**config.mk**
```make
export PLATFORM = sky130hd
export DESIGN_NAME = perf_counter_bank
export DESIGN_NICKNAME = d
export VERILOG_FILES = /design/src/rtl/perf_pkg.sv /design/src/rtl/perf_counter.sv /design/src/rtl/perf_counter_bank.sv
export SDC_FILE = /design/constraint.sdc
export NUM_CORES = 2
export LEC_CHECK = 0
export ABC_AREA = 1
export BUFFER_PORTS_ARGS = -buffer_cell sky130_fd_sc_hd__buf_2
export CAP_MARGIN = 20
export CELL_PAD_IN_SITES_DETAIL_PLACEMENT = 0
export CELL_PAD_IN_SITES_GLOBAL_PLACEMENT = 1
export CORE_ASPECT_RATIO = 0.75
export CORE_MARGIN = 2
export CORE_UTILIZATION = 46
export DETAILED_ROUTE_END_ITERATION = 10
export PLACE_DENSITY = 0.87
export SYNTH_ARGS = -nofsm -noshare
export SYNTH_HDL_FRONTEND = slang
export SYNTH_HIERARCHICAL = 1
export SYNTH_SLANG_ARGS = --single-unit
```
**constraint.sdc**
```tcl
create_clock -name clk -period 12.6 [get_ports clk]
set_input_delay 1.26 -clock clk [delete_from_list [all_inputs] [get_ports clk]]
set_output_delay 1.26 -clock clk [all_outputs]
set_load 0.02 [all_outputs]
```
**src/rtl/perf_pkg.sv**
```systemverilog
// Shared constants for the performance-monitor bank: event bit assignment,
// default sizing and the address-width helper.
package perf_pkg;

    localparam int unsigned DEF_NUM_EVENTS = 8;
    localparam int unsigned DEF_CNT_WIDTH  = 32;

    localparam int unsigned EV_CYCLE        = 0;
    localparam int unsigned EV_INSTR        = 1;
    localparam int unsigned EV_STALL        = 2;
    localparam int unsigned EV_BRANCH       = 3;
    localparam int unsigned EV_MISPRED      = 4;
    localparam int unsigned EV_ICACHE_STALL = 5;

    // A single-channel bank still needs a 1-bit address.
    function automatic int unsigned addr_width(input int unsigned n);
        return (n > 1) ? $clog2(n) : 1;
    endfunction

endpackage

```
**src/rtl/perf_counter.sv**
```systemverilog
// One performance counter channel: count register plus sticky overflow,
// with clear > write > increment priority.
module perf_counter
    import perf_pkg::*;
#(
    parameter int unsigned CNT_WIDTH = DEF_CNT_WIDTH,
    parameter bit          SATURATE  = 1'b0
) (
    input  logic                 clk,
    input  logic                 reset,
    input  logic                 clear,
    input  logic                 wr,
    input  logic [CNT_WIDTH-1:0] wr_data,
    input  logic                 inc,
    output logic [CNT_WIDTH-1:0] count,
    output logic                 overflow
);

    localparam logic [CNT_WIDTH-1:0] ALL_ONES = '1;

    always_ff @(posedge clk or posedge reset) begin
        if (reset) begin
            count    <= '0;
            overflow <= 1'b0;
        end else if (clear) begin
            count    <= '0;
            overflow <= 1'b0;
        end else if (wr) begin
            // overflow is deliberately left untouched by a preload
            count <= wr_data;
        end else if (inc) begin
            if (count == ALL_ONES) begin
                overflow <= 1'b1;
                if (!SATURATE) begin
                    count <= '0;
                end
            end else begin
                count <= count + CNT_WIDTH'(1);
            end
        end
    end

endmodule

```
**src/rtl/perf_counter_bank.sv**
```systemverilog
// Bank of generic event counters with a shadow snapshot bank and a
// one-cycle registered read port over either bank.
module perf_counter_bank
    import perf_pkg::*;
#(
    parameter int unsigned  NUM_EVENTS = DEF_NUM_EVENTS,
    parameter int unsigned  CNT_WIDTH  = DEF_CNT_WIDTH,
    parameter bit           SATURATE   = 1'b0,
    localparam int unsigned AW         = addr_width(NUM_EVENTS)
) (
    input  logic                  clk,
    input  logic                  reset,
    input  logic                  count_en,
    input  logic [NUM_EVENTS-1:0] event_in,
    input  logic                  clear,
    input  logic                  snap,
    input  logic                  wr_en,
    input  logic [AW-1:0]         wr_addr,
    input  logic [CNT_WIDTH-1:0]  wr_data,
    input  logic                  rd_en,
    input  logic [AW-1:0]         rd_addr,
    input  logic                  rd_shadow,
    output logic                  rd_valid,
    output logic [CNT_WIDTH-1:0]  rd_data,
    output logic [NUM_EVENTS-1:0] overflow,
    output logic                  ovf_any
);

    logic [CNT_WIDTH-1:0] live   [NUM_EVENTS];
    logic [CNT_WIDTH-1:0] shadow [NUM_EVENTS];
    logic [CNT_WIDTH-1:0] rd_sel;

    for (genvar g = 0; g < NUM_EVENTS; g++) begin : g_chan
        perf_counter #(
            .CNT_WIDTH (CNT_WIDTH),
            .SATURATE  (SATURATE)
        ) u_cnt (
            .clk      (clk),
            .reset    (reset),
            .clear    (clear),
            .wr       (wr_en && (wr_addr == AW'(g))),
            .wr_data  (wr_data),
            .inc      (count_en && event_in[g]),
            .count    (live[g]),
            .overflow (overflow[g])
        );
    end

    // Snapshot samples pre-edge live values, so same-cycle writes/clears are not seen.
    always_ff @(posedge clk or posedge reset) begin
        if (reset) begin
            for (int i = 0; i < NUM_EVENTS; i++) begin
                shadow[i] <= '0;
            end
        end else if (snap) begin
            for (int i = 0; i < NUM_EVENTS; i++) begin
                shadow[i] <= live[i];
            end
        end
    end

    // Unpopulated addresses fall through to zero.
    always_comb begin
        rd_sel = '0;
        for (int i = 0; i < NUM_EVENTS; i++) begin
            if (rd_addr == AW'(i)) begin
                rd_sel = rd_shadow ? shadow[i] : live[i];
            end
        end
    end

    always_ff @(posedge clk or posedge reset) begin
        if (reset) begin
            rd_valid <= 1'b0;
            rd_data  <= '0;
        end else begin
            rd_valid <= rd_en;
            if (rd_en) begin
                rd_data <= rd_sel;
            end
        end
    end

    assign ovf_any = |overflow;

endmodule

```
Word level (Yosys, flattened, before mapping)
Index checks and enable logic that the tools add are counted.
{ "word_totals": {"register_bits": 553, "elab_cells": 195} }
{ "op_classes": {"n_mux": 80, "n_reduce_logical": 51, "n_eq_ne": 30, "add_sub_neg": 8} }
{ "ops": {"columns": ["operator", "count"], "rows": [
  ["$mux W32", 48],
  ["$add A32 B1 Y32 const B", 8],
  ["$eq A32 B32 Y1 const B", 8],
  ["$mux W1", 32],
  ["$reduce_bool A2 Y1", 16],
  ["$eq A3 B3 Y1 const B", 8],
  ["$reduce_and A3 Y1", 8],
  ["$reduce_bool A3 Y1", 8],
  ["$logic_and A1 B1 Y1", 16],
  ["$ne A2 B2 Y1 const B", 8],
  ["$eq A3 B2 Y1 const B", 4],
  ["$reduce_or A8 Y1", 1],
  ["$eq A3 B1 Y1 const B", 2],
  ["$logic_not A3 Y1", 2]
]} }

Depth between registers and ports, before layout
{ "depth": {"ltp_word": 9, "mapped_depth": 12, "depth_no_buf": 12} }

By module
Netlist, hierarchy kept.
{ "modules_own_cells": {"columns": ["mod", "n_inst", "area_per_inst_um2", "cells_per_inst"], "rows": [
  ["perf_counter", 8, 2516.2, 409],
  ["perf_counter_bank", 1, 15591.2, 2113]
]} }

Worst setup path after synthesis
Ideal clock, no wire load.
{ "synth_timing": {"kind": "input-to-reg", "start": "input port wr_addr[2]", "end": "register g_chan[0].u_cnt.count[6]", "required_time_ns": 12.483, "path_buffers": 2, "arrival_ns": 2.367, "setup_slack_ns": 10.116, "stages": 8, "cell_sequence": "inv_1 -> nand2_1 -> nor2_1 -> clkbuf_1 -> clkbuf_1 -> o21ai_0 -> nand2_1 -> nand2_1"} }
{ "synth_between": {"elab_chain_len": 4, "elab_cells_between_ends": 5} }
{ "synth_lines": {"columns": ["element", "line_no", "rtl"], "rows": [
  ["from (decl)", "perf_counter_bank.sv:18", "input logic [AW-1:0] wr_addr,"],
  ["$logic_not A3 Y1 *", "perf_counter_bank.sv:41", ".wr (wr_en && (wr_addr == AW'(g))),"],
  ["$logic_and A1 B1 Y1 *", "perf_counter_bank.sv:41", null],
  ["$mux W32", "perf_counter.sv:28", "end else if (wr) begin"],
  ["$mux W32", "perf_counter.sv:25", "end else if (clear) begin"],
  ["to (signal assigned)", "perf_counter.sv:30", "count <= wr_data;"],
  ["to (signal assigned)", "perf_counter.sv:38", "count <= count + CNT_WIDTH'(1);"],
  ["to (decl)", "perf_counter.sv:15", "output logic [CNT_WIDTH-1:0] count,"]
]} }
Every way passes the cells marked *; elsewhere a longest branch is shown, timed or not.
A chain may end at the register's enable or synchronous reset.

Worst setup path in the final report
{ "layout_timing": {"start": "input port snap", "end": "register shadow[205] (netlist bit)"} }
{ "layout_lines": {"columns": ["element", "line_no", "rtl"], "rows": [
  ["from (decl)", "perf_counter_bank.sv:16", "input logic snap,"],
  ["to (signal, indexed assignment)", "perf_counter_bank.sv:57", "shadow[i] <= live[i];"],
  ["to (decl)", "perf_counter_bank.sv:30", "logic [CNT_WIDTH-1:0] shadow [NUM_EVENTS];"]
]} }
No word-level cell between the ends.

==> out/summary.md <==
* 0 — post-route ant nets
* 95 — buffers added on ports
* 0 — Maximum Capacitance Violations
* 6336 — instance count after placement with tap cells included
* yes — TritonCTS clock tree
* 4.26 ns — crit path DAT
* 13.14 ns — Crit path required time
* 0.0811 — share of post-route cells with drive strength above 1
* 118 µV — largest voltage drop on the vdd net
* 0.439 — fraction of power consumed by sequential logic
* 0.465 — effective utilization at floorplan
* sky130_fd_sc_hd__dfrtp_1 — Primary FF master, synth
* 6 — total number of yosys warnings
* snap — Critical Path Source
* 158 — largest driver fanout on the critical path
* 22.3 µm — WL/cell
* 553 — total of flip-flops plus latches after synthesis
* in2reg — critical path type
* 1.00 — fraction of synthesis flops using an asynchronous set or reset pin
* 35700 µm² — cell area after synthesis
* rd_data[6] — hold_sp
* 6 — initial antenna violation count
* 0.103 — part of the power in combinational logic
* 0 — number of enable flip-flop cells after synthesis
* 35600 — total number of vias
* 0 — post-cts sizing count
* 1.24 mW — net switching component of the power
* 0 — hold-fix buffer count after cts
* 0.387 — sequential cell area fraction in the yosys report
* 31000 — vias in the first global route
* 0 — DRC viols
* 0 — Post CTS Setup Buffer Count
* 0.296 — ratio of final minimum period to clock period
* 99800 µm — total half-perimeter wirelength after legalization and detailed placement
* 61 — CTS buffer count
* g_chan[7].u_cnt/count[0] — reg2reg start
* 39100 µm² — post-route cell area
* 0.0242 ns — worst clock skew
* 0.268 GHz — fmax
* 0.272 — normalized max-slew margin
* 0.07 ns — CTS clock-pin slew for the worst setup and hold paths
* 6.63 µm² — average cell area after synthesis
* 5426 — final net count
* finished clean — run status
* 0.987 — gpl congestion
* 6 — detailed-router iteration count before antenna repair
* sky130_fd_sc_hd__dfrtp_1, sky130_fd_sc_hd__nand2_1, sky130_fd_sc_hd__nor2_1, sky130_fd_sc_hd__o21ai_0, sky130_fd_sc_hd__inv_1 — cells taking the most area after synthesis
* 5447 — number of nets produced by synthesis
* 5385 — Mapped Cells
* 0 — total setup violations reported at the end of the flow
* 6454 — fin cells
* 0.67 ns — clock latency on the worst-skew pair
* 12 — worst reg-to-reg path cell count
* 553 — clock tree sinks
* 0.356 — GRT Total Usage
* 7830 — count of fill cells added during filler insertion
* 2 — CTS HTree Levels
* 2 — worst hold stages
* 1.09 ns — Worst-Margin Slew
* 0 — total congestion overflow
* 245 µm — Die Height
* 3.08 mW — Int Pwr
* 254 — maximum number of pins on one net before global-route repair
* 111 nW/µm² — PwrDens
* no — unrepaired setup endpoints after global routing
* sky130_fd_sc_hd__clkbuf_16 — clock tree root buffer cell
* flip-flop — element type at the critical path end
* 18.3 nW — leakage power total
* reg2reg — worst hold path class
* 0.288 — proportion of total power due to net switching
* 88 — row count
* 144000 µm — final wirelength
* 76900 µm² — area of the core
* 79900 µm² — Die Area
* 0.458 — clock power share
* 3.73 ns — clock period minus worst slack
* 4779 — first-iteration detailed-routing DRC count
* 9.39% — area growth from synthesis to final layout
* 0 ns — Setup TNS Final
* input pin — nature of the critical path startpoint
* 5.52 — vias per inst
* 3 — buffer levels on the longest clock path
* 35 — Netlist cell types
* 96 — count of boundary I/O pins
* 0.387 — top-area cell type share of the netlist area
* 0 — number of hold violations in the final report
* 211000 µm — wire length of the first global-routing pass
* 36900 µm² — Cell Area, Placed
* 326 µm — Die W
* sky130_fd_sc_hd__dfrtp_1 — cell type contributing the most total cell area after synthesis
* 0 — Pins Over Slew Limit
-- critical path, cell delays in order --
cell and delay, ns:
sky130_fd_sc_hd__buf_8 0.52, sky130_fd_sc_hd__buf_4 0.82, sky130_fd_sc_hd__buf_4 0.92, sky130_fd_sc_hd__mux2_2 0.42
-- cells in the final DEF (no fill, tap or decap), types with 61 or more instances in the layout --
cell | Yosys | routed
sky130_fd_sc_hd__nand2_1 | 2487 | 2487
sky130_fd_sc_hd__dfrtp_1 | 553 | 553
sky130_fd_sc_hd__nor2_1 | 522 | 500
sky130_fd_sc_hd__inv_1 | 383 | 382
sky130_fd_sc_hd__o21ai_0 | 306 | 306
sky130_fd_sc_hd__nand3_1 | 152 | 152
sky130_fd_sc_hd__a21oi_1 | 132 | 132
sky130_fd_sc_hd__buf_2 | 99 | 93
sky130_fd_sc_hd__xnor2_1 | 80 | 80
sky130_fd_sc_hd__o21ai_1 | 72 | 72
sky130_fd_sc_hd__mux2_2 | 65 | 65
sky130_fd_sc_hd__o211ai_1 | 64 | 64
sky130_fd_sc_hd__clkbuf_16 | 0 | 61
-- kinds of logic after synthesis --
logic type,after synthesis,synth area share
AND/OR/NAND/NOR,3357,0.386
buffers and inverters,628,0.0716
AO/OA/AOI/OAI,646,0.100
XOR/XNOR,128,0.0314
flip-flops,553,0.387
adder cells (fa/ha/maj),8,0.00280
multiplexers,65,0.0205
-- registers in the layout (all words and copies together), names as in the netlist --
register / cells
g_chan.u_cnt/count: 256
shadow: 256
rd_data: 32
g_chan.u_cnt/overflow: 8
rd_valid: 1
-- synth_stat cells (24+ instances only) --
library cell,n
sky130_fd_sc_hd__a21oi_1,132
sky130_fd_sc_hd__buf_2,99
sky130_fd_sc_hd__clkbuf_1,104
sky130_fd_sc_hd__dfrtp_1,553
sky130_fd_sc_hd__inv_1,383
sky130_fd_sc_hd__mux2_2,65
sky130_fd_sc_hd__nand2_1,2487
sky130_fd_sc_hd__nand2_2,24
sky130_fd_sc_hd__nand3_1,152
sky130_fd_sc_hd__nand3b_1,48
sky130_fd_sc_hd__nand4_1,40
sky130_fd_sc_hd__nor2_1,522
sky130_fd_sc_hd__nor2_4,32
sky130_fd_sc_hd__o211ai_1,64
sky130_fd_sc_hd__o21ai_0,306
sky130_fd_sc_hd__o21ai_1,72
sky130_fd_sc_hd__o21bai_1,48
sky130_fd_sc_hd__xnor2_1,80
sky130_fd_sc_hd__xor2_1,48
-- metrics by stage --
step	total power, mW	utilization	hold WS [ns]	setup WS (ns)
floorplan	2.16	-	0.481	3.36
global placement	2.36	0.480	0.463	8.36
detailed placement	2.36	0.480	0.465	8.34
CTS	4.33	0.508	0.486	8.96
global route	4.46	0.508	0.515	8.74
finish	4.33	0.508	0.491	8.87
-- power by group through the flow --
stage / registers [mW] / clock network, mW / logic [mW]
2_1_floorplan: 1.92 / 0 / 0.245
4_1_cts: 1.90 / 2.00 / 0.437
6_report: 1.90 / 1.98 / 0.446
3_3_place_gp: 1.93 / 0 / 0.432
5_1_grt: 1.90 / 2.07 / 0.484
3_5_place_dp: 1.93 / 0 / 0.436
-- cell type report --
cell class,count,area (µm²),share of cell area
antenna,4,10.0,0.000256
clock buffer,84,1770,0.0454
clock inverter,30,394,0.0101
inverter,408,1540,0.0395
multi-input combinational,4204,19400,0.497
sequential,553,13800,0.354
tap,1035,1290,0.0331
timing repair buffer,136,816,0.0209
-- metal layers --
| layer | GRT usage | wire, µm | share of wire | vias up |
|---|---|---|---|---|
| met5 | 0 | 0 | 0 | - |
| met3 | 0.106 | 18000 | 0.13 | 171 |
| met1 | 0.547 | 65900 | 0.46 | 16900 |
| met4 | 0.0954 | 3960 | 0.028 | 0 |
| li1 | - | - | - | 16800 |
| met2 | 0.475 | 55900 | 0.39 | 1708 |
-- worst paths after layout --
check,end,slack (ns)
hold reg to reg,rd_data[6],0.49
min in group asynchronous,g_chan[1].u_cnt/count[0],0.75
setup / recovery,shadow[205],8.87
max in group asynchronous,shadow[235],9.33
hold / removal,rd_data[6],0.49
setup reg to reg,g_chan[7].u_cnt/count[25],10.45
(Power assumes the default switching activity.)
